**src/rtl/filter_loader_pkg.sv**
```systemverilog
// -----------------------------------------------------------------------------
// filter_loader_pkg
// Shared definitions for the serial filter loader: FSM state encoding,
// default geometry and the number of serial bits that make up one byte.
//
// Build option:
//   PARITY_CHECK_EN - each byte carries a trailing even-parity bit, so a byte
//                     is DATA_W+1 serial bits long instead of DATA_W.
// -----------------------------------------------------------------------------
package filter_loader_pkg;

  typedef enum logic [1:0] {
    ST_IDLE  = 2'd0,
    ST_SHIFT = 2'd1,
    ST_DONE  = 2'd2
  } state_t;

  localparam int DEF_DATA_W   = 8;
  localparam int DEF_NUM_REGS = 8;
  localparam int DEF_ADDR_W   = 3;

`ifdef PARITY_CHECK_EN
  localparam int PAR_BITS = 1;
`else
  localparam int PAR_BITS = 0;
`endif

  localparam int BITS_PER_BYTE = DEF_DATA_W + PAR_BITS;

endpackage

```
**src/rtl/filter_loader_ser_deser_byte.sv**
```systemverilog
// -----------------------------------------------------------------------------
// ser_deser_byte
// Bit shifter plus bit counter. Accepts serial bits MSB first and flags the
// cycle in which the final bit of a byte is being accepted; the completed
// byte is presented combinationally in that same cycle so the parent can
// register it at the accepting edge.
//
// Build option:
//   PARITY_CHECK_EN - a byte is DATA_W data bits followed by one even-parity
//                     bit; par_ok reports whether the 9-bit XOR is zero.
//                     Otherwise par_ok is constant 1.
//
// Ports:
//   clk        clock
//   rst        asynchronous active-low reset
//   clear      drop any partial byte (frame restart)
//   in_valid   ser_in is accepted this cycle
//   ser_in     serial data bit
//   byte_valid final bit of a byte accepted this cycle
//   byte_data  completed byte (valid with byte_valid)
//   par_ok     parity of the completed byte is good (valid with byte_valid)
// -----------------------------------------------------------------------------
module ser_deser_byte
  import filter_loader_pkg::*;
#(
  parameter int DATA_W = DEF_DATA_W
) (
  input  logic              clk,
  input  logic              rst,
  input  logic              clear,
  input  logic              in_valid,
  input  logic              ser_in,
  output logic              byte_valid,
  output logic [DATA_W-1:0] byte_data,
  output logic              par_ok
);

  localparam int BPB   = DATA_W + PAR_BITS;
  localparam int CNT_W = $clog2(BPB + 1);
  localparam logic [CNT_W-1:0] LAST_BIT = CNT_W'(BPB - 1);

  logic [CNT_W-1:0]  bit_cnt;
  logic [DATA_W-1:0] shreg;
  logic              last_bit;

`ifdef PARITY_CHECK_EN
  function automatic logic even_parity_ok(input logic [DATA_W-1:0] d,
                                          input logic              p);
    return ~(^d ^ p);
  endfunction
`endif

  assign last_bit = in_valid && (bit_cnt == LAST_BIT);

  always_ff @(posedge clk or negedge rst) begin
    if (!rst) begin
      bit_cnt <= '0;
      shreg   <= '0;
    end else if (clear) begin
      bit_cnt <= '0;
      shreg   <= '0;
    end else if (in_valid) begin
      bit_cnt <= last_bit ? '0 : bit_cnt + CNT_W'(1);
`ifdef PARITY_CHECK_EN
      // The parity bit is checked, not stored.
      if (!last_bit) shreg <= {shreg[DATA_W-2:0], ser_in};
`else
      shreg <= {shreg[DATA_W-2:0], ser_in};
`endif
    end
  end

  always_comb begin
    byte_valid = last_bit;
`ifdef PARITY_CHECK_EN
    byte_data  = shreg;
    par_ok     = even_parity_ok(shreg, ser_in);
`else
    byte_data  = {shreg[DATA_W-2:0], ser_in};
    par_ok     = 1'b1;
`endif
  end

endmodule

```
**src/rtl/filter_loader.sv**
```systemverilog
// -----------------------------------------------------------------------------
// filter_loader
// Serial front-end for the median filter. Packs a bit-serial frame into bytes
// and issues one register write (data_out / reg_addr / wr_enable) per byte,
// filling registers 0..NUM_REGS-1, then pulses frame_done. All outputs are
// registered.
//
// Build option:
//   PARITY_CHECK_EN - bytes carry a trailing even-parity bit; bad bytes are
//                     dropped and set the sticky parity_err flag. Without it
//                     parity_err is tied to 0.
//
// Ports:
//   clk         clock, rising edge
//   rst         asynchronous active-low reset
//   ser_in      serial data bit, MSB first
//   ser_valid   ser_in is sampled this cycle
//   frame_start start / restart a frame (dominates ser_valid)
//   data_out    byte being written          -> filter data_in
//   reg_addr    target register             -> filter reg_addr
//   wr_enable   one-cycle write strobe      -> filter wr_enable
//   busy        frame in progress
//   frame_done  one-cycle frame complete pulse
//   parity_err  sticky parity error flag
// -----------------------------------------------------------------------------
module filter_loader
  import filter_loader_pkg::*;
#(
  parameter int DATA_W   = DEF_DATA_W,
  parameter int NUM_REGS = DEF_NUM_REGS,
  parameter int ADDR_W   = DEF_ADDR_W
) (
  input  logic              clk,
  input  logic              rst,
  input  logic              ser_in,
  input  logic              ser_valid,
  input  logic              frame_start,
  output logic [DATA_W-1:0] data_out,
  output logic [ADDR_W-1:0] reg_addr,
  output logic              wr_enable,
  output logic              busy,
  output logic              frame_done,
  output logic              parity_err
);

  localparam logic [ADDR_W-1:0] LAST_ADDR = ADDR_W'(NUM_REGS - 1);

  state_t            state_q, state_nxt;
  logic [ADDR_W-1:0] addr_q;
  logic              shift_en;
  logic              byte_valid;
  logic [DATA_W-1:0] byte_data;
  logic              par_ok;
  logic              good_byte;
  logic              last_reg;

  // Next values for the registered outputs.
  logic [DATA_W-1:0] data_d;
  logic [ADDR_W-1:0] addr_d;
  logic              wr_vld_d;
  logic              busy_d;
  logic              done_d;

  logic [DATA_W-1:0] data_p1;
  logic [ADDR_W-1:0] addr_p1;
  logic              wr_vld_p1;
  logic              busy_p1;
  logic              done_p1;

  // A restarting frame_start drops the bit offered in the same cycle.
  assign shift_en  = ser_valid && (state_q == ST_SHIFT) && !frame_start;
  assign good_byte = byte_valid && par_ok;
  assign last_reg  = (addr_q == LAST_ADDR);

  ser_deser_byte #(
    .DATA_W(DATA_W)
  ) u_deser (
    .clk       (clk),
    .rst       (rst),
    .clear     (frame_start),
    .in_valid  (shift_en),
    .ser_in    (ser_in),
    .byte_valid(byte_valid),
    .byte_data (byte_data),
    .par_ok    (par_ok)
  );

  // State register.
  always_ff @(posedge clk or negedge rst) begin
    if (!rst) state_q <= ST_IDLE;
    else      state_q <= state_nxt;
  end

  // Next-state logic.
  always_comb begin
    state_nxt = state_q;
    if (frame_start) begin
      state_nxt = ST_SHIFT;
    end else begin
      case (state_q)
        ST_IDLE:  state_nxt = ST_IDLE;
        ST_SHIFT: if (good_byte && last_reg) state_nxt = ST_DONE;
        ST_DONE:  state_nxt = ST_IDLE;
        default:  state_nxt = ST_IDLE;
      endcase
    end
  end

  // Output logic: next values of the registered outputs.
  always_comb begin
    wr_vld_d = good_byte;
    data_d   = good_byte ? byte_data : data_p1;
    addr_d   = good_byte ? addr_q    : addr_p1;
    busy_d   = (state_nxt != ST_IDLE);
    // frame_done tracks the DONE state; a restart in DONE still lets it show.
    done_d   = (state_nxt == ST_DONE);
  end

  // Write address: cleared on restart, advanced per accepted byte, and
  // returned to 0 after the last register so it never passes LAST_ADDR.
  always_ff @(posedge clk or negedge rst) begin
    if (!rst) begin
      addr_q <= '0;
    end else if (frame_start) begin
      addr_q <= '0;
    end else if (good_byte) begin
      addr_q <= last_reg ? '0 : addr_q + ADDR_W'(1);
    end
  end

  // ---- stage p1: registered outputs ----
  always_ff @(posedge clk or negedge rst) begin
    if (!rst) begin
      data_p1   <= '0;
      addr_p1   <= '0;
      wr_vld_p1 <= 1'b0;
      busy_p1   <= 1'b0;
      done_p1   <= 1'b0;
    end else begin
      data_p1   <= data_d;
      addr_p1   <= addr_d;
      wr_vld_p1 <= wr_vld_d;
      busy_p1   <= busy_d;
      done_p1   <= done_d;
    end
  end

`ifdef PARITY_CHECK_EN
  logic perr_p1;

  always_ff @(posedge clk or negedge rst) begin
    if (!rst)                       perr_p1 <= 1'b0;
    else if (frame_start)           perr_p1 <= 1'b0;
    else if (byte_valid && !par_ok) perr_p1 <= 1'b1;
  end

  assign parity_err = perr_p1;
`else
  assign parity_err = 1'b0;
`endif

  assign data_out   = data_p1;
  assign reg_addr   = addr_p1;
  assign wr_enable  = wr_vld_p1;
  assign busy       = busy_p1;
  assign frame_done = done_p1;

endmodule
```
**config.mk**
```make
export PLATFORM = sky130hd
export DESIGN_NAME = filter_loader
export DESIGN_NICKNAME = d
export VERILOG_FILES = /design/src/rtl/filter_loader_pkg.sv /design/src/rtl/filter_loader_ser_deser_byte.sv /design/src/rtl/filter_loader.sv
export SDC_FILE = /design/constraint.sdc
export NUM_CORES = 1
export LEC_CHECK = 0
export ABC_AREA = 1
export BUFFER_PORTS_ARGS = -buffer_cell sky130_fd_sc_hd__buf_2
export CORE_MARGIN = 1
export CORE_UTILIZATION = 55
export CTS_BUF_LIST = sky130_fd_sc_hd__clkbuf_2 sky130_fd_sc_hd__clkbuf_4 sky130_fd_sc_hd__clkbuf_8
export CTS_CLUSTER_SIZE = 20
export DETAILED_ROUTE_END_ITERATION = 7
export GPL_TIMING_DRIVEN = 0
export PLACE_DENSITY = 0.78
export SLEW_MARGIN = 40
export SYNTH_ARGS = -nofsm -noshare
export SYNTH_HDL_FRONTEND = slang
export SYNTH_SLANG_ARGS = --single-unit
```
**constraint.sdc**
```tcl
create_clock -name clk -period 1.35 [get_ports clk]
set_clock_uncertainty 0.05 [all_clocks]
set_input_delay 0 -clock clk [delete_from_list [all_inputs] [get_ports clk]]
set_output_delay 0 -clock clk [all_outputs]
set_load 0.01 [all_outputs]
```
**Yosys cells after proc, flatten, opt, wreduce, memory -nomap -nowiden**

Cells that the tools add are included.

- Flip-flop bits (word level): 30
- Latch bits: 0
- Memory bits (writable): 0
- ROM bits: 0
- Input bits: 5
- Output and inout bits: 15
- Word-level logic and storage cells: 34
- Memories kept: 0

- Add/subtract/negate cells: 2
- Multipliers: 0
- Divide/modulo/power cells: 0
- Magnitude comparators: 0
- Equality and inequality tests: 4
- Shift-type cells: 0
- Multiplexer cells: 11
- Bitwise logic cells: 0
- Reductions and logical operators: 8

Operator list:

| operator | count |
|---|---|
| $mux 7 | 2 |
| $mux 4 | 3 |
| $mux 3 | 3 |
| $mux 2 | 3 |
| $reduce_bool 2->1 | 3 |
| $add 4x1->4 const B | 1 |
| $eq 4x3->1 const B | 1 |
| $logic_and 1x1->1 | 4 |
| $add 3x1->3 const B | 1 |
| $eq 3x3->1 const B | 1 |
| $eq 2x1->1 const B | 1 |
| $eq 2x2->1 const B | 1 |
| $logic_not 1->1 | 1 |

**Depth between registers and ports, before layout**

Gate-level depths: netlist of run 1.

- Depth after elaboration: 9
- Depth in mapped cells: 7
- Mapped depth without buffers: 7

**Cells and area by module**

Synthesis of run 1 repeated with hierarchy kept, for this count alone.

- Cells, all modules: 141
- Area total of the unflattened synthesis: 1310.0 sq um

By module, submodules not included:

| module | instances | cells an instance | area an instance (sq um) | sequential area each (sq um) |
|---|---|---|---|---|
| filter_loader | 1 | 86 | 797.0 | 475.5 |
| ser_deser_byte | 1 | 55 | 513.0 | 275.3 |

**Worst setup path after synthesis of run 1**

OpenSTA, ideal clock, no wires.

- Kind: reg-to-reg
- Start: register u_deser.bit_cnt[0]
- End: register u_deser.bit_cnt[3]
- Setup time: 0.071 ns
- Arrival time: 1.100 ns
- Data required time: 1.229 ns
- Setup slack: 0.129 ns
- Cell stages (with the launch flop): 8
- Buffers on the path: 1
- Period minus slack after synthesis: 1.221 ns
- Cell sequence: dfrtp_1 > ha_1 > nand3_1 > inv_2 > nand2_4 > buf_6 > nand2_1 > nor2_1

- Cells in the longest elaborated chain, start to end: 5
- Elaborated cells between the ends (all ways): 6
- Classes of those cells: add/sub (1); eq/ne (1); mux (3); reduce/logical (1)

RTL lines:

| item | RTL line | source |
|---|---|---|
| start, declared | filter_loader_ser_deser_byte.sv:42 | `logic [CNT_W-1:0] bit_cnt;` |
| start signal, assigned | filter_loader_ser_deser_byte.sv:63 | `bit_cnt <= last_bit ? '0 : bit_cnt + CNT_W'(1);` |
| branches (longest 2 deep; another with $add 4x1->4) | n/a |  |
| $mux 4 (*) | filter_loader_ser_deser_byte.sv:63 |  |
| $mux 4 (*) | filter_loader_ser_deser_byte.sv:62 | `end else if (in_valid) begin` |
| $mux 4 (*) | filter_loader_ser_deser_byte.sv:59 | `end else if (clear) begin` |

Every way passes the cells marked *. The select of a mux whose other input is x is not followed.
A chain may end at the register's enable or synchronous reset.

**Worst setup path after layout of run 1**

- Start: register addr_q[0]
- End: register busy_p1 (netlist: busy)

- Cells in the longest elaborated chain, start to end: 6

RTL lines:

| item | RTL line | source |
|---|---|---|
| start, declared | filter_loader.sv:49 | `logic [ADDR_W-1:0] addr_q;` |
| start signal, assigned | filter_loader.sv:127 | `addr_q <= last_reg ? '0 : addr_q + ADDR_W'(1);` |
| $eq 3x3->1 | filter_loader.sv:73 | `assign last_reg = (addr_q == LAST_ADDR);` |
| $logic_and 1x1->1 | filter_loader.sv:102 | `ST_SHIFT: if (good_byte && last_reg) state_nxt = ST_DONE;` |
| $mux 2 | filter_loader.sv:102 |  |
| $mux 2 | filter_loader.sv:100 | `case (state_q)` |
| $mux 2 | filter_loader.sv:97 | `if (frame_start) begin` |
| $reduce_bool 2->1 | filter_loader.sv:114 | `busy_d = (state_nxt != ST_IDLE);` |
| via busy_d | filter_loader.sv:61 | `logic busy_d;` |
| end signal, assigned | filter_loader.sv:143 | `busy_p1 <= busy_d;` |
| end, declared | filter_loader.sv:67 | `logic busy_p1;` |

The timed path passes the listed nets, and every way through them passes these cells.

==> results of run 1 <==
-- logic make-up after synthesis --
family	count (synthesis)	synth area share [%]
xor gates and xnor gates	1	0.689
other	1	0.295
DFF	30	59.1
and+or+nand+nor	51	19.2
adders and majority gates	3	2.95
buffers and inverters	22	8.07
AOI/OAI and AO/OA	17	9.74
-- sequential cells by signal, indices dropped and copies added, names as in the netlist --
register	cells
addr_q	3
busy	1
data_out	8
frame_done	1
reg_addr	3
state_q	2
u_deser.bit_cnt	4
u_deser.shreg	7
wr_enable	1
-- final cells by class --
class	instances	area (sq um)
Clock buffer	6	51.3
Sequential cell	30	751
Multi-Input combinational cell	73	443
Inverter	18	70.1
Clock inverter	1	30.0
Timing Repair Buffer	27	200
Fill cell	155	568
Buffer	4	42.5
Tap cell	28	35.0
-- worst max-delay path: cells and delay by family, from the launching register on --
family	cells	cell delay, ps
fa+ha+maj	2	430
simple gates	2	270
flops	1	440
-- what timing repair did --
action	4_1_cts	5_1_grt
endpoints found under the hold margin	33	0
hold buffers	3	0
gates resized for setup	3	5
buffers inserted	0	4
pin swaps	0	2
gates cloned	0	2
setup endpoints to repair	5	18
-- worst paths after layout --
| path | slack [ps] | end |
|---|---|---|
| max in group asynchronous | 670 | addr_q[1] |
| setup / recovery | 40 | busy |
| hold / removal | 20 | u_deser.bit_cnt[1] |
| min in group asynchronous | 160 | data_out[0] |
| setup reg to reg | 40 | busy |
| hold reg to reg | 430 | reg_addr[0] |
-- per-layer routing --
metal | global-route usage (%) | vias up
met2 | 35.1 | 23
met4 | 12.9 | 0
li1 | - | 467
met3 | 10.2 | 7
met5 | 0 | -
met1 | 27.0 | 457
-- synthesized netlist by cell type --
cell type                  n
sky130_fd_sc_hd__o21ai_2   8
sky130_fd_sc_hd__nand3_2   1
sky130_fd_sc_hd__nand3_1   8
sky130_fd_sc_hd__buf_2     1
sky130_fd_sc_hd__nand2_1  33
sky130_fd_sc_hd__nand2_2   1
sky130_fd_sc_hd__inv_2     3
sky130_fd_sc_hd__inv_1    15
sky130_fd_sc_hd__nor2_4    1
sky130_fd_sc_hd__nand4_1   2
sky130_fd_sc_hd__conb_1    1
sky130_fd_sc_hd__ha_1      3
sky130_fd_sc_hd__nand3_4   1
sky130_fd_sc_hd__o22ai_1   7
sky130_fd_sc_hd__o21ai_0   2
sky130_fd_sc_hd__nor2_1    3
sky130_fd_sc_hd__dfrtp_1  30
sky130_fd_sc_hd__buf_4     1
sky130_fd_sc_hd__nand2_4   1
sky130_fd_sc_hd__buf_6     2
sky130_fd_sc_hd__xnor2_1   1
-- power groups by stage --
stage	Sequential, uW	Combinational [uW]	Clock, uW
finish	914	89.6	732
global route	915	102	778
CTS	911	83.8	740
detailed placement	929	76.7	0
global placement	929	73.5	0
floorplan	929	41.8	0
-- metrics by stage --
stage / hold WS (ps) / setup slack [ps]
floorplan: -346 / 129
global placement: -0.539 / 40.2
detailed placement: 6.18 / -5.63
CTS: 17.1 / 4.14
global route: 46.8 / -20.2
finish: 21.6 / 35.2
==> flow_metrics.py, run 1 <==
metrics = {
    "clocking": {
        "worst_setup_hold_path_clk_slew_ps": 90,
        "cts_tree": "yes",
        "clk-insertion-delay-late_ps": 330,
        "worst_case_clock_buffer_depth": 2,
        "clock_sinks": 30,
        "cts_made_buffers": 5,
        "cts-htree-levels": 2,
        "clock_root_buffer": "sky130_fd_sc_hd__clkbuf_4",
    },
    "critical_path": {
        "r2r_startpoint": "addr_q[0]",
        "cp_slowest_cell": "sky130_fd_sc_hd__dfrtp_1",
        "worst_setup_path_start_kind": "flip-flop",
        "critPathMaxStageDelay_ps": 440,
        "cp.required_ps": 1510,
        "critical_path.endpoint_type": "flip-flop",
        "timing.critical_path.cells": "ha_1 -> ha_1 -> nand3_1 -> nand3_1",
        "worst_setup_path_startpoint": "addr_q[0]",
        "r2r_cells": 4,
        "worst-path-max-fanout": 4,
        "path_class": "reg2reg",
        "critical_path_arrival_ps": 1470,
    },
    "yosys": {
        "syn-num-nets": 133,
        "synth_top_area_share_pct": 59.1,
        "yosys_register_bits": 30,
        "syn_inst": 125,
        "synth.lib_cells_used.distinct": 21,
        "register_area_share_after_synthesis_pct": 59.1,
        "mappedNetlistArea_sq_um": 1270,
        "synth_area_leaders": "sky130_fd_sc_hd__dfrtp_1 (59%), sky130_fd_sc_hd__nand2_1 (9.7%), sky130_fd_sc_hd__o21ai_2 (5.5%)",
        "yosysWarnings": 0,
        "syn-mean-instance-area_sq_um": 10.2,
        "yosysTopAreaCell": "sky130_fd_sc_hd__dfrtp_1",
    },
    "final_layout": {
        "final_layout_size_suffix_gt1_share_pct": 33.3,
        "final_cell_count_without_fillers": 187,
        "flow.area_growth_from_synthesis_pct": 27.7,
        "antenna_cells": 0,
        "fin_area_sq_um": 1620,
        "post-route-util_pct": 74.1,
        "layout_commonest_cell": "sky130_fd_sc_hd__nand2_1",
        "layout.cells.most_common_list": "sky130_fd_sc_hd__nand2_1 (33), sky130_fd_sc_hd__dfrtp_1 (30), sky130_fd_sc_hd__buf_2 (19), sky130_fd_sc_hd__inv_1 (15), sky130_fd_sc_hd__o21ai_2 (8)",
        "final_net_count": 167,
    },
    "placement": {
        "place.detailed.hpwl_microns": 1610,
        "placed_cells": 171,
        "postPlaceCellArea_sq_um": 1400,
        "buffer_ports.inserted": 18,
        "globalplace.congestion": 0.821,
    },
    "global_route": {
        "grt_max_degree": 31,
        "globalRoute.totalOverflow": 0,
        "grt_util_all_layers_pct": 23.1,
        "number_of_global_route_vias_before_repair": 931,
        "antenna_found_initial": 0,
        "grt_first_pass_wirelength_microns": 4020,
    },
    "sta": {
        "transition_time_at_the_pin_with_the_least_slew_margin_ps": 620,
        "fin_tns_setup_ps": 0,
        "period_share_pct": 97.4,
        "timing.final.hold_violations": 0,
        "maxSlewViolCount": 0,
        "final-setup-viol-count": 0,
        "timing.final.crit_period_ps": 1310,
        "worst_slew_margin_rel_pct": 58.7,
        "grt_setup_unrepaired": "true",
        "achievable-frequency_mhz": 761,
    },
    "pwr": {
        "switchingPower_uw": 365,
        "comb_power_share_pct": 5.2,
        "p_per_area_nw_per_um2": 1070,
        "share_clk_of_total_power_pct": 42.2,
        "cellLeakagePower_uw": 0.000882,
        "power.share.switching_pct": 21.1,
        "internal-power_uw": 1370,
        "irDropWorstVdd_uv": 1220,
        "design_power_total_uw": 1740,
        "sequential_group_share_of_total_power_pct": 52.7,
    },
    "floorplan": {
        "fp.coreArea_sq_um": 2190,
        "fp.dieArea_sq_um": 2510,
        "start_util_pct": 58.0,
        "i_o_pins": 20,
        "die-height_microns": 50.1,
        "die_w_microns": 50.1,
        "row_count": 17,
    },
    "detailed_routing": {
        "drt_first_pass_iters": 4,
        "dr.first_iter.drc_count": 22,
        "wl_met1_microns": 1060,
        "totalWireLength_microns": 2450,
        "ant_nets": 0,
        "routed_wire_per_std_cell_microns": 13.1,
        "detailroute.via_count": 954,
        "met2RoutedLength_microns": 1210,
        "vias_per_cell": 5.10,
        "dr.max_layer_used": "met4",
        "route.met3.wl_microns": 126,
        "drc_errors": 0,
    },
    "outcome": {
        "outcome": "completed",
    },
    "worst_hold_path": {
        "worst_hold_startpoint": "ser_valid",
        "hold-path-cell-count": 4,
        "tightest_hold_check_type": "in2reg",
    },
    "run": {
        "max_cap_violations": 0,
    },
}
(Power assumes the default switching activity.)
==> inputs of run 2 (changes only) <==
--- a/config.mk
+++ b/config.mk
@@ -8,12 +8,12 @@
 export ABC_AREA = 1
 export BUFFER_PORTS_ARGS = -buffer_cell sky130_fd_sc_hd__buf_2
 export CORE_MARGIN = 1
-export CORE_UTILIZATION = 55
+export CORE_UTILIZATION = 52
 export CTS_BUF_LIST = sky130_fd_sc_hd__clkbuf_2 sky130_fd_sc_hd__clkbuf_4 sky130_fd_sc_hd__clkbuf_8
 export CTS_CLUSTER_SIZE = 20
 export DETAILED_ROUTE_END_ITERATION = 7
 export GPL_TIMING_DRIVEN = 0
-export PLACE_DENSITY = 0.78
+export PLACE_DENSITY = 0.77
 export SLEW_MARGIN = 40
 export SYNTH_ARGS = -nofsm -noshare
 export SYNTH_HDL_FRONTEND = slang
==> constraint.sdc (replaced) <==
create_clock -name clk -period 1.1 [get_ports clk]
set_clock_uncertainty 0.05 [all_clocks]
set_input_delay 0 -clock clk [delete_from_list [all_inputs] [get_ports clk]]
set_output_delay 0 -clock clk [all_outputs]
set_load 0.01 [all_outputs]
==> run 2 against run 1 <==
  * The run now ends with setup timing left
  * Critical path depth is 4 higher
  * Cell area grew 10%
  * Sequential power is 23% higher
  * Total power increased by 13%
  * Global-route usage up 0.64 points
  * Die area rose by 5.5%
  * Critical endpoint is now addr_q[2]
  * Highest routed layer unchanged
==> flow_metrics.py, run 2 (synthesis gave the netlist of run 1 again) <==
metrics = {
    "clocking": {
        "cts_tree": "yes",
        "cts-htree-levels": 2,
        "clk-insertion-delay-late_ps": 330,
        "clock_sinks": 30,
        "cts_made_buffers": 5,
        "worst_setup_hold_path_clk_slew_ps": 80,
        "worst_case_clock_buffer_depth": 2,
        "clock_root_buffer": "sky130_fd_sc_hd__clkbuf_4",
    },
    "outcome": {
        "violations": "setup timing",
        "outcome": "finished, violations left",
    },
    "sta": {
        "achievable-frequency_mhz": 788,
        "timing.final.hold_violations": 0,
        "fin_tns_setup_ps": -2600,
        "final.setup.worst_slack_ps": -168,
        "period_share_pct": 115,
        "grt_setup_unrepaired": "true",
        "final-setup-viol-count": 27,
        "holdWs_ps": 1.74,
        "transition_time_at_the_pin_with_the_least_slew_margin_ps": 645,
        "worst_slew_margin_rel_pct": 57.0,
        "timing.final.crit_period_ps": 1270,
        "maxSlewViolCount": 0,
    },
    "critical_path": {
        "cp.required_ps": 1270,
        "regToRegSetupSlack_ps": -170,
        "worst-path-max-fanout": 6,
        "critical_path_arrival_ps": 1440,
        "critical_path.endpoint_type": "flip-flop",
        "worst_setup_path_start_kind": "flip-flop",
        "worst_setup_path_startpoint": "u_deser.bit_cnt[1]",
        "r2r_cells": 8,
        "crit_end": "addr_q[2]",
        "r2r-end": "addr_q[2]",
        "r2r_startpoint": "u_deser.bit_cnt[1]",
        "path_class": "reg2reg",
    },
    "floorplan": {
        "row_count": 17,
        "die_w_microns": 51.4,
        "die-height_microns": 51.4,
        "fp.coreArea_sq_um": 2250,
        "start_util_pct": 56.4,
        "fp.dieArea_sq_um": 2650,
        "i_o_pins": 20,
    },
    "final_layout": {
        "layout.cells.most_common_list": "sky130_fd_sc_hd__dfrtp_1 (30), sky130_fd_sc_hd__nand2_1 (21), sky130_fd_sc_hd__buf_2 (19), sky130_fd_sc_hd__inv_1 (14), sky130_fd_sc_hd__buf_4 (12)",
        "nFillCells": 138,
        "layout_commonest_cell": "sky130_fd_sc_hd__dfrtp_1",
        "flow.area_growth_from_synthesis_pct": 40.7,
        "final_layout_size_suffix_gt1_share_pct": 52.7,
        "antenna_cells": 0,
        "max_reg_flops": 8,
        "final_net_count": 174,
        "post-route-util_pct": 79.4,
    },
    "placement": {
        "place.detailed.hpwl_microns": 1470,
        "dp_slack_ps": -185,
        "globalplace.congestion": 0.757,
        "buffer_ports.inserted": 18,
    },
    "detailed_routing": {
        "drt_first_pass_iters": 4,
        "dr.first_iter.drc_count": 9,
        "ant_nets": 0,
        "vias_per_cell": 5.13,
        "routed_wire_per_std_cell_microns": 14.4,
        "detailroute.via_count": 1001,
        "drc_errors": 0,
        "totalWireLength_microns": 2810,
    },
    "global_route": {
        "grt_first_pass_wirelength_microns": 4220,
        "grt_util_all_layers_pct": 23.8,
        "antenna_found_initial": 0,
        "grt_max_degree": 31,
        "globalRoute.totalOverflow": 0,
        "number_of_global_route_vias_before_repair": 970,
    },
    "pwr": {
        "power.share.switching_pct": 23.6,
        "switchingPower_uw": 465,
        "cellLeakagePower_uw": 0.000925,
        "internal-power_uw": 1500,
        "share_clk_of_total_power_pct": 35.4,
        "sequential_group_share_of_total_power_pct": 56.8,
        "comb_power_share_pct": 7.8,
        "irDropWorstVdd_uv": 882,
        "design_power_total_uw": 1970,
        "p_per_area_nw_per_um2": 1100,
    },
    "worst_hold_path": {
        "tightest_hold_check_type": "in2reg",
    },
    "run": {
        "max_cap_violations": 0,
    },
}
==> run 2: cell types whose count changed in the layout (fill, tap and decap cells not counted), sizes merged <==
cell / change
clkinv: +1
clkbuf: -1
dlygate4sd3: -1
buf: +10
bufinv: -1
==> run 2: area by class of cell <==
cell class / instances / area (sq um) / share of cell area [%]
Timing Repair Buffer: 34 / 243 / 13.6
Inverter: 18 / 77.6 / 4.34
Clock buffer: 7 / 58.8 / 3.29
Multi-Input combinational cell: 73 / 572 / 32.0
Clock inverter: 1 / 5.00 / 0.280
Tap cell: 28 / 35.0 / 1.96
Sequential cell: 30 / 751 / 42.0
Buffer: 4 / 47.5 / 2.66
==> run 2: worst max-delay path: stages, from the launching register on <==
cell                      delay, ps
sky130_fd_sc_hd__dfrtp_1        400
sky130_fd_sc_hd__ha_2           190
sky130_fd_sc_hd__nand3_2         70
sky130_fd_sc_hd__inv_2           50
sky130_fd_sc_hd__nand2_4        130
sky130_fd_sc_hd__buf_6          140
sky130_fd_sc_hd__inv_8           40
sky130_fd_sc_hd__nand2_1         50
sky130_fd_sc_hd__nand2_1         50
==> run 2: worst min-delay path by stage <==
stage               from            endpoint  slack [ps]  depth (start not counted)
6_report       ser_valid  u_deser.bit_cnt[1]           2                          4
5_1_grt        ser_valid  u_deser.bit_cnt[1]          30                          4
4_1_cts        ser_valid  u_deser.bit_cnt[1]         0.4                          4
3_5_place_dp         rst         data_out[2]          20                          1
3_3_place_gp         rst         data_out[7]           4                          1
2_1_floorplan        rst           addr_q[0]        -350                          0
==> run 2: metal layers <==
| metal | up-vias | part of all wire, % | global-route usage, % |
|---|---|---|---|
| met5 | - | 0 | 0 |
| met4 | 0 | 2.7 | 13.1 |
| met3 | 8 | 4.4 | 9.23 |
| met2 | 25 | 51 | 38.7 |
| met1 | 486 | 42 | 26.4 |
| li1 | 482 | - | - |
==> run 2: power by group through the flow <==
stage | registers [uW] | logic (uW) | clock network (uW)
floorplan | 1140 | 52.5 | 0
global route | 1120 | 171 | 768
finish | 1120 | 154 | 696
global placement | 1140 | 92.4 | 0
detailed placement | 1140 | 95.1 | 0
CTS | 1120 | 126 | 713
==> run 2: metrics by stage <==
stage | std cells | instance area (sq um)
2_1_floorplan | 125 | 1310
3_3_place_gp | 171 | 1430
3_5_place_dp | 171 | 1430
4_1_cts | 192 | 1680
5_1_grt | 195 | 1790
6_report | 195 | 1790
==> run 2: repair_timing <==
action,CTS,global route
setup buffers,10,3
hold buffers,2,0
pin swaps,9,8
setup endpoints to repair,27,30
gates resized for setup,18,20
gates cloned,1,0
endpoints found under the hold margin,32,0
